--- src/rtl/pwm_pkg.sv ---
// Shared definitions for the count-driven PWM block: FSM state encoding
// and default widths for the consumed count and the wrap counter.
package pwm_pkg;

    localparam int CNT_W_DEF  = 8;
    localparam int WRAP_W_DEF = 16;

    typedef enum logic [1:0] {
        ST_IDLE = 2'd0,
        ST_ARM  = 2'd1,
        ST_RUN  = 2'd2
    } pwm_state_e;

endpackage

--- src/rtl/count_step_det.sv ---
// Tracks the previous upstream count and flags a wrap (all-ones -> 0)
// or a legal step (hold or +1 modulo 2^CNT_W) on the current cycle.
module count_step_det
    import pwm_pkg::*;
#(
    parameter int CNT_W = CNT_W_DEF
) (
    input  logic             clk,
    input  logic             reset,
    input  logic [CNT_W-1:0] count,
    output logic             wrap,
    output logic             step_ok,
    output logic [CNT_W-1:0] prev_count
);

    logic [CNT_W-1:0] prev_count_q;
    logic [CNT_W-1:0] prev_count_d;

    always_comb begin
        prev_count_d = count;
    end

    always_ff @(posedge clk or negedge reset) begin
        if (!reset) begin
            prev_count_q <= '0;
        end else begin
            prev_count_q <= prev_count_d;
        end
    end

    // The +1 compare wraps naturally at CNT_W bits, so 255 -> 0 is also a legal step.
    always_comb begin
        wrap    = (prev_count_q == '1) && (count == '0);
        step_ok = (count == prev_count_q + CNT_W'(1)) || (count == prev_count_q);
    end

    assign prev_count = prev_count_q;

endmodule

--- src/rtl/pwm_from_count.sv ---
// PWM generator slaved to a free-running upstream counter: arms on enable,
// runs from the first wrap, and resynchronises on any count discontinuity.
module pwm_from_count
    import pwm_pkg::*;
#(
    parameter int CNT_W  = CNT_W_DEF,
    parameter int WRAP_W = WRAP_W_DEF
) (
    input  logic              clk,
    input  logic              reset,
    input  logic [CNT_W-1:0]  count,
    input  logic              enable,
    input  logic              duty_wr,
    input  logic [CNT_W-1:0]  duty_in,
    input  logic              irq_ack,
    output logic              pwm,
    output logic              period_done,
    output logic              irq,
    output logic              sync_err,
    output logic [CNT_W-1:0]  duty_active,
    output logic [WRAP_W-1:0] wrap_cnt
);

    function automatic logic [WRAP_W-1:0] sat_inc(input logic [WRAP_W-1:0] v);
        return (v == '1) ? v : v + WRAP_W'(1);
    endfunction

    logic             wrap;
    logic             step_ok;
    // The detector exports its history register for debug probing only.
    logic [CNT_W-1:0] prev_count_unused;

    count_step_det #(
        .CNT_W (CNT_W)
    ) u_det (
        .clk        (clk),
        .reset      (reset),
        .count      (count),
        .wrap       (wrap),
        .step_ok    (step_ok),
        .prev_count (prev_count_unused)
    );

    pwm_state_e        state_q,       state_d;
    logic [CNT_W-1:0]  shadow_q,      shadow_d;
    logic [CNT_W-1:0]  duty_active_q, duty_active_d;
    logic              pwm_q,         pwm_d;
    logic              period_done_q, period_done_d;
    logic              irq_q,         irq_d;
    logic              sync_err_q,    sync_err_d;
    logic [WRAP_W-1:0] wrap_cnt_q,    wrap_cnt_d;

    logic enter_run;
    logic discont;
    logic load_duty;

    always_comb begin
        state_d   = state_q;
        enter_run = 1'b0;
        discont   = 1'b0;
        case (state_q)
            ST_IDLE: begin
                if (enable) begin
                    state_d = ST_ARM;
                end
            end
            ST_ARM: begin
                if (!enable) begin
                    state_d = ST_IDLE;
                end else if (wrap) begin
                    state_d   = ST_RUN;
                    enter_run = 1'b1;
                end
            end
            ST_RUN: begin
                if (!enable) begin
                    state_d = ST_IDLE;
                end else if (!wrap && !step_ok) begin
                    state_d = ST_ARM;
                    discont = 1'b1;
                end
            end
            default: begin
                state_d = ST_IDLE;
            end
        endcase
    end

    // A write coinciding with the wrap reaches duty_active directly via shadow_d.
    always_comb begin
        load_duty     = enable && wrap && (state_q != ST_IDLE);
        shadow_d      = duty_wr ? duty_in : shadow_q;
        duty_active_d = load_duty ? shadow_d : duty_active_q;

        pwm_d         = (state_d == ST_RUN) && (count < duty_active_d);
        period_done_d = (state_q == ST_RUN) && enable && wrap;
        irq_d         = period_done_q || (irq_q && !irq_ack);

        wrap_cnt_d = wrap_cnt_q;
        if (enter_run) begin
            wrap_cnt_d = '0;
        end else if (period_done_d) begin
            wrap_cnt_d = sat_inc(wrap_cnt_q);
        end

        sync_err_d = sync_err_q;
        if ((state_d == ST_IDLE) && (state_q != ST_IDLE)) begin
            sync_err_d = 1'b0;
        end else if (discont) begin
            sync_err_d = 1'b1;
        end
    end

    always_ff @(posedge clk or negedge reset) begin
        if (!reset) begin
            state_q       <= ST_IDLE;
            shadow_q      <= '0;
            duty_active_q <= '0;
            pwm_q         <= 1'b0;
            period_done_q <= 1'b0;
            irq_q         <= 1'b0;
            sync_err_q    <= 1'b0;
            wrap_cnt_q    <= '0;
        end else begin
            state_q       <= state_d;
            shadow_q      <= shadow_d;
            duty_active_q <= duty_active_d;
            pwm_q         <= pwm_d;
            period_done_q <= period_done_d;
            irq_q         <= irq_d;
            sync_err_q    <= sync_err_d;
            wrap_cnt_q    <= wrap_cnt_d;
        end
    end

    assign pwm         = pwm_q;
    assign period_done = period_done_q;
    assign irq         = irq_q;
    assign sync_err    = sync_err_q;
    assign duty_active = duty_active_q;
    assign wrap_cnt    = wrap_cnt_q;

endmodule

--- config.mk ---
export PLATFORM = sky130hd
export DESIGN_NAME = pwm_from_count
export DESIGN_NICKNAME = d
export VERILOG_FILES = /design/src/rtl/pwm_pkg.sv /design/src/rtl/count_step_det.sv /design/src/rtl/pwm_from_count.sv
export SDC_FILE = /design/constraint.sdc
export NUM_CORES = 1
export LEC_CHECK = 0
export ABC_AREA = 1
export CORE_UTILIZATION = 52
export DETAILED_ROUTE_END_ITERATION = 12
export GPL_ROUTABILITY_DRIVEN = 1
export PLACE_DENSITY = 0.79
export SETUP_SLACK_MARGIN = 0.02
export SYNTH_ARGS = -nofsm -noshare
export SYNTH_HDL_FRONTEND = slang
export SYNTH_SLANG_ARGS = --single-unit
--- constraint.sdc ---
create_clock -name clk -period 2.8 [get_ports clk]
set_input_delay 0.7 -clock clk [delete_from_list [all_inputs] [get_ports clk]]
set_output_delay 0.7 -clock clk [all_outputs]
set_load 0.02 [all_outputs]
Yosys cells after proc, flatten, opt, wreduce, memory -nomap -nowiden
Index checks and enable logic that the tools add are counted.
- equality and inequality tests: 8
- muxes and demuxes: 19
- reductions and logical operators: 21
- $lt $le $gt $ge: 1
- add/subtract/negate cells: 2
- operators by type and width (operator ; number):
    two-way mux 16 bit ; 3
    adder 16 x 1 -> 16 bit, second input constant ; 1
    == test 16 bit, second input constant ; 1
    == test 8 bit ; 2
    two-way mux 8 bit ; 2
    two-way mux 2 bit ; 5
    logical AND 1 bit ; 9
    adder 8 x 1 -> 8 bit, second input constant ; 1
    == test 8 bit, second input constant ; 1
    logical NOT 8 bit ; 1
    < comparator 8 bit ; 1
    two-way mux 1 bit ; 8
    one-hot mux 2 bit (3 select lines) ; 1
    nonzero test 2 bit ; 3
    == test 2 bit, second input constant ; 2
    logical NOT 2 bit ; 2
    logical NOT 1 bit ; 3
    == test 2 x 1 -> 1 bit, second input constant ; 1
    logical OR 1 bit ; 2
    inequality test 2 bit, second input constant ; 1
    AND reduction 2 bit ; 1
- logic and storage cells: 60
- input bits: 21
- output and inout bits: 28
- flip-flop bits (word level): 46

Longest topological paths before layout
Gate-level depths: netlist (run 1).
- depth in word-level cells: 11
- mapped depth: 16
- depth with buffers taken out: 15

Cells and area by module
Synthesis (run 1) repeated with hierarchy kept, for this count alone.
- cells, all modules: 358
- area, all modules: 2673.8 um2
- by module, submodules not included (module ; seq. area each (um2) ; cells an instance ; area each (um2) ; instances):
    pwm_from_count ; 950.9 ; 260 ; 2069.5 ; 1
    count_step_det ; 200.2 ; 98 ; 604.3 ; 1

Worst setup path after synthesis (run 1)
OpenSTA, ideal clock, no wires.
- path type: input to register
- from: input port count[1]
- to: register pwm_q, in the netlist pwm
- path buffers: 1
- library setup time: 77 ps
- arrival: 2260 ps
- path slack: 462 ps
- stages on the path: 14
- data required time: 2723 ps
- cell sequence: nor2_1 > nand3_1 > nor2_1 > nand3_1 > inv_1 > buf_2 > nand2_1 > o21ai_0 > inv_1 > ha_1 > a21oi_1 > o21a_1 > nand2_1 > a21oi_1
- elaborated cells on any way between the ends: 19
- classes of those cells: 1 x order compare; 3 x eq/ne; 6 x mux; 9 x reduce/logical
- RTL lines (what ; line ; source):
    start, declared ; pwm_from_count.sv:11 ; input logic [CNT_W-1:0] count,
    logical NOT 8 bit ; count_step_det.sv:33 ; wrap = (prev_count_q == '1) && (count == '0);
    logical AND 1 bit ; count_step_det.sv:33 ;
    logical AND 1 bit (2 in a row) ; pwm_from_count.sv:91 ; load_duty = enable && wrap && (state_q != ST_IDLE);
    two-way mux 8 bit ; pwm_from_count.sv:93 ; duty_active_d = load_duty ? shadow_d : duty_active_q;
    named net duty_active_d[5] ; pwm_from_count.sv:46 ; logic [CNT_W-1:0] duty_active_q, duty_active_d;
    < comparator 8 bit ; pwm_from_count.sv:95 ; pwm_d = (state_d == ST_RUN) && (count < duty_active_d);
    logical AND 1 bit ; pwm_from_count.sv:95 ;
    named net pwm_d ; pwm_from_count.sv:47 ; logic pwm_q, pwm_d;
    end signal, assigned ; pwm_from_count.sv:128 ; pwm_q <= pwm_d;
    end, declared ; pwm_from_count.sv:47 ;
The timed path passes the listed nets, and every way through them passes these cells.
A chain may end at the register's enable or synchronous reset.

Final worst setup path (run 1)
Same ends and word-level chain as after synthesis.

==> summary.md, run 1 <==
| Metric | Value |
|---|---|
| CTS Sinks | 46 |
| DR pass1 iterations | 4 |
| Routed wire per std cell | 12.6 µm |
| Layout overhead on the synthesized area | 31.3% |
| Fmax | 380 MHz |
| CP Max Fanout | 11 |
| Max-Cap Viols | 0 |
| Final Cell Area | 3480 µm² |
| Final min period | 2.63 ns |
| First-pass GRT wire length | 9810 µm |
| Register area share after synthesis | 43.4% |
| Multi-input gate area | 1240 µm² |
| Min-delay worst type | in2async |
| Post-place setup slack | -0.199 ns |
| Core Area | 4820 µm² |
| Peak VDD IR | 0.278 mV |
| Fin crit share | 94.0% |
| Nature of the critical path endpoint | register |
| CTS tree | yes |
| CTS buffer count | 5 |
| Switching power | 0.308 mW |
| Iteration-0 DRC count of the detailed router | 170 |
| Antenna violations before repair | 0 |
| Clock Tree Root | clkbuf_8 |
| Area of the die | 5390 µm² |
| Asr flop ratio synth | 100% |
| Netlist cell types | 30 |
| DP Cell Count | 458 |
| Yosys warns | 0 |
| Setup TNS | 0 ns |
| Worst Tran Pin Value | 0.613 ns |
| Post-layout util | 72.3% |
| Initial core utilization | 55.1% |
| Routed Antenna Nets | 0 |
| Drt drc | 0 |
| Max-slew violations | 0 |
| Total gr overflow | 0 |
| Post-route insts no fill | 468 |
| CTS H-tree lvls | 2 |
| Clock network power share | 36.9% |
| Max Root-Sink Buffers | 2 |
| Most used DFF post-synth | dfrtp_1 |
| WP data arrival | 2.86 ns |
| # rows | 25 |
| Vias/cell | 5.05 |
| Leakage power | 1.87 nW |
| Pwr Density | 381 nW/µm² |
| Vias in the first global route | 2261 |
| Final Setup Violations | 0 |
| Critical setup path kind | in2reg |
| Number of flops mapped to enable cells by yosys | 0 |
| Largest net degree at the start of global routing | 33 |
| PnR Total Power | 1.33 mW |
| Die Ht | 73.4 µm |
| GRT Total Usage | 24.0% |
| P_int | 1.02 mW |
| Hpwl dp | 4540 µm |
| Post-synth top area share | 43.4% |
| Sw Ratio | 23.2% |
| GP Congestion | 0.864 |
| Avg Synthesized Cell Area | 8.12 µm² |
| Nets@finish | 430 |
| Setup ws final | 0.168 ns |
| Fin Hold WS | 0.403 ns |
| Sequential share of power | 52.2% |
| Sequential cell area | 1150 µm² |
| Crit start category | input port |
| Reg clk slew, reported paths | 0.08 ns |
| Run status | finished clean |
| Clk Latency, worst-skew pair | 0.30 ns |
| Seq cells post-synth | 46 |
| Comb power frac | 10.9% |
| RSZ-0062 raised after global routing | false |
| Port buffer count | 48 |
| Total Wirelength | 5900 µm |
| Fill cells | 402 |
| Hold Violations, Final | 0 |
| Yosys top cell by area | dfrtp_1 |
| WP data required | 3.03 ns |
| Die width | 73.4 µm |
| Largest cells by area after synthesis | dfrtp_1 (43%), nand2_1 (8.3%), inv_1 (8.2%), nand3_1 (6.0%), xor2_1 (5.3%) |
| Net count after synthesis | 357 |
| Cells after synthesis | 327 |
| Area after DPL | 3350 µm² |
| Vias | 2365 |
| Post-Syn Area | 2650 µm² |
| Share of post-route cells with drive strength above 1 | 13.0% |
| I/O pin cnt | 49 |
| Slew HR | 59.1% |
| ANT cells | 0 |
| Clock Skew | 0.00204 ns |
[final timing paths]
kind	startpoint	end	slack [ns]	depth (start not counted)
worst max-delay path	count[1]	pwm	0.17	14
worst min-delay path	reset	sync_err	0.40	1
worst max register to register	u_det.prev_count[0]	pwm	0.45	13
worst min register to register	period_done	irq	0.50	1
max in group asynchronous	reset	shadow_q[4]	1.81	2
min in group clk	period_done	irq	0.50	1
[critical path, stage by stage]
cell and delay, ns:
clkdlybuf4s50_1 0.44, nor2_2 0.14, nand3_1 0.10, nor2_1 0.17, nand3_2 0.13, inv_4 0.13, nand2_1 0.06, o21ai_0 0.13
inv_1 0.10, ha_1 0.31, a21oi_1 0.15, o21a_1 0.13, nand2_1 0.05, a21oi_1 0.12
[cells in the final DEF (no fill, tap or decap), drive strengths merged]
cell           instances
xor2                  16
ha                     9
dfrtp                 46
inv                   60
nor3                  10
nand4                  7
bufinv                 1
nand3                 32
mux2                   7
a21oi                  6
nor2                  25
clkinvlp               1
clkdlybuf4s50         47
buf                   25
or2                    1
nor4                   4
xnor2                  7
o21ai                 26
o21a                   1
o31ai                  1
nand2                 60
clkbuf                 6
nand3b                 2
o21bai                 1
[power by group through the flow]
stage / clock, mW / sequential (mW) / combinational (mW)
after floorplan: 0 / 0.704 / 0.0655
after global placement: 0 / 0.706 / 0.142
after detailed placement: 0 / 0.707 / 0.145
after CTS: 0.499 / 0.694 / 0.146
after global routing: 0.529 / 0.696 / 0.163
final: 0.491 / 0.694 / 0.145
[state kept, by name, summed over array words and instances (netlist names)]
signal,flops
wrap_cnt,16
duty_active,8
shadow_q,8
u_det.prev_count,8
state_q,2
irq,1
period_done,1
pwm,1
sync_err,1
[layer usage]
metal  wire length (µm)  vias up  global-route usage, %
met1               2540     1094                   29.2
met4                 85        0                   7.69
li1                   -     1188                      -
met3                269        9                   3.98
met2               3000       74                   42.9
met5                  0        -                      0
[cells by family after synthesis]
group,count (synthesis),synth area share (%)
and+or+nand+nor,141,24.4
buffers and inverters,66,10.1
DFF,46,43.4
AOI/OAI and AO/OA,35,7.31
xor gates and xnor gates,23,7.59
adders and majority gates,9,4.24
muxes,7,2.97
[Yosys cell counts (all sizes together), types with 2 or more instances]
library cell  instances
inv                  60
nand2                60
dfrtp                46
nand3                32
o21ai                26
nor2                 25
xor2                 16
nor3                 10
ha                    9
mux2                  7
nand4                 7
xnor2                 7
a21oi                 6
buf                   5
nor4                  4
nand3b                2
[area by class of cell]
| cell class | instances | area share (%) |
|---|---|---|
| Multi-Input combinational cell | 215 | 35.7 |
| Tap cell | 67 | 2.41 |
| Inverter | 60 | 6.54 |
| Clock buffer | 6 | 2.08 |
| Sequential cell | 46 | 33.0 |
| Timing Repair Buffer | 72 | 19.2 |
| Clock inverter | 2 | 1.08 |
[what timing repair did]
action / CTS / global route
buffers inserted: 0 / 2
gates resized for setup: 0 / 5
endpoints found under the setup margin: 0 / 1
hold buffers: 0 / 0
Power figures use the tool's default switching activity.
==> run 2, diff against run 1 <==
CORE_MARGIN = 5   (was default)
CORE_UTILIZATION = 47   (was 52)
PLACE_DENSITY = 0.76   (was 0.79)
clock period = 2.41 ns   (was 2.8 ns; I/O delays follow)
==> run 2 against run 1 <==
Die area is 34% higher. Sequential power is 16% higher. Via count is 3.3% higher. Worst hold slack worse by 0.20 ns. Critical path depth is 1 lower. Highest routed layer unchanged. Largest cell class unchanged. Global-route usage is 5.7 points lower. Critical path type unchanged.
==> summary.md, run 2 (synthesis results as in run 1) <==
| Metric | Value |
|---|---|
| CP Max Fanout | 6 (-5) |
| Setup TNS | 0 ns (unchanged) |
| Pwr Density | 397 nW/µm² (+4.0%) |
| Total gr overflow | 0 (unchanged) |
| PnR Total Power | 1.47 mW (+10%) |
| Die width | 85.1 µm (+16%) |
| I/O pin cnt | 49 (unchanged) |
| Largest net degree at the start of global routing | 21 (-36%) |
| DR pass1 iterations | 4 (unchanged) |
| Fill cells | 422 (+5.0%) |
| # rows | 27 (+8.0%) |
| Share of post-route cells with drive strength above 1 | 20.5% (+7.6 points) |
| Crit start category | input port |
| Max-slew violations | 0 (unchanged) |
| Worst reg2reg endpoint | pwm |
| GP Congestion | 0.895 (+3.6%) |
| CTS Sinks | 46 (unchanged) |
| Fmax | 437 MHz |
| Worst Tran Pin Value | 0.382 ns (-0.231 ns) |
| Run status | finished clean |
| Area of the die | 7250 µm² (+34%) |
| Vias in the first global route | 2367 (+4.7%) |
| Largest register FFs | 16 (unchanged) |
| Max-Cap Viols | 0 (unchanged) |
| CTS H-tree lvls | 2 (unchanged) |
| Nets@finish | 443 (+3.0%) |
| WP data arrival | 2.47 ns (-0.39 ns) |
| Slew HR | 74.3% (+15 points) |
| Leakage power | 1.99 nW (+6.4%) |
| Total Wirelength | 6450 µm (+9.4%) |
| ANT cells | 0 (unchanged) |
| Reg clk slew, reported paths | 0.08 ns (about the same) |
| Post-layout util | 67.1% (-5.2 points) |
| Worst R2R Start | u_det.prev_count[0] |
| Max Root-Sink Buffers | 2 (unchanged) |
| Routed wire per std cell | 13.3 µm (+5.3%) |
| Die Ht | 85.1 µm (+16%) |
| Clk Latency, worst-skew pair | 0.30 ns (about the same) |
| GRT Total Usage | 18.3% (-5.7 points) |
| Routed Antenna Nets | 0 (unchanged) |
| First-pass GRT wire length | 10700 µm (+9.1%) |
| Antenna violations before repair | 0 (unchanged) |
| Peak VDD IR | 0.310 mV (+11%) |
| R2r setup slk | 0.22 ns (-0.23 ns) |
| Core Area | 5510 µm² (+14%) |
| WP data required | 2.59 ns (-0.44 ns) |
| RSZ-0062 raised after global routing | false |
| Final min period | 2.29 ns |
| Port buffer count | 48 (unchanged) |
| Final Setup Violations | 0 (unchanged) |
| Commonest non-fill, non-tap cells in the layout | nand2_1 (57), inv_1 (56), dfrtp_1 (46) |
| Clock Tree Root | clkbuf_8 |
| Vias/cell | 5.02 (-0.57%) |
| Drt drc | 0 (unchanged) |
| Clock Skew | 0.00929 ns (+0.00725 ns) |
| CTS tree | yes |
| Leading cell type in the layout, fill and taps excluded | nand2_1 |
| Iteration-0 DRC count of the detailed router | 113 (-34%) |
| Fin Hold WS | 0.207 ns (-0.196 ns) |
| CTS buffer count | 5 (unchanged) |
| Critical setup path kind | in2reg |
| Hpwl dp | 4670 µm (+2.8%) |
| Min-delay worst type | in2async |
| Hold Violations, Final | 0 (unchanged) |
| FF-to-FF path depth | 13 (unchanged) |
| Initial core utilization | 48.2% (-6.9 points) |
| Layout overhead on the synthesized area | 39.3% |
| Fin crit share | 95.0% |
| Vias | 2442 (+3.3%) |
| Nature of the critical path endpoint | register |
## run 2: cell count changes in the layout (fill, tap and decap cells not counted), moves of 3 or more
| cell | delta |
|---|---|
| nor2_1 | -4 |
| buf_4 | +11 |
| o21ai_2 | +6 |
| ha_1 | -3 |
| a21oi_2 | +3 |
| clkdlybuf4s50_1 | -8 |
| dlygate4sd2_1 | +3 |
| dlymetal6s2s_1 | +5 |
| o21ai_0 | -7 |
| ha_4 | +3 |
| a21oi_1 | -3 |
## run 2: report_power, final
part           switching [mW]  internal [mW]  total (mW)
clock network           0.255          0.232       0.486
registers              0.0135          0.792       0.805
logic                  0.0897         0.0855       0.175
total                   0.358           1.11        1.47
## run 2: per-layer routing
layer | wire length [µm] | vias to the layer above | track usage (%)
met5 | 0 | - | 0
met4 | 91 | 0 | 5.90
met3 | 358 | 10 | 4.37
met2 | 3180 | 72 | 29.5
met1 | 2820 | 1142 | 24.2
li1 | - | 1218 | -
## run 2: how the worst max path moves through the flow
stage          end  slack, ns  startpoint  cells past startpoint
2_1_floorplan  pwm       0.17    count[1]                     14
3_3_place_gp   pwm      -0.33    count[1]                     16
3_5_place_dp   pwm      -0.50    count[1]                     16
4_1_cts        pwm       0.02    count[3]                     14
5_1_grt        pwm       0.02      enable                     13
6_report       pwm       0.12      enable                     13
## run 2: area by class of cell
class	instances	area [µm²]	share of cell area, %
Tap cell	72	90.1	2.44
Clock buffer	7	86.3	2.34
Inverter	60	228	6.16
Timing Repair Buffer	85	791	21.4
Sequential cell	46	1150	31.1
Multi-Input combinational cell	215	1350	36.4
Clock inverter	1	5.00	0.135
## run 2: stage by stage
step,worst slack [ns],area [µm²],cells
after floorplan,0.170,2650,327
after global placement,-0.331,3390,466
after detailed placement,-0.496,3390,466
after CTS,0.0208,3590,484
after global routing,0.0223,3700,486
final,0.120,3700,486
## run 2: critical path, stage by stage
cell and delay (ns):
clkdlybuf4s50_1 0.47, inv_1 0.06, nor2_2 0.18, nand3_2 0.13, inv_4 0.11, nand2_1 0.07, o21ai_2 0.08, inv_1 0.09
ha_4 0.28, nand2_1 0.07, o21a_1 0.21, nand2_2 0.09, a21oi_2 0.04
## run 2: repair_timing
action,CTS,global route
buffers inserted,10,2
gates resized for setup,17,26
endpoints found under the setup margin,1,1
cloned,0,0
pin swaps,9,8
hold buffers,0,0
hold endpoints to repair,0,0
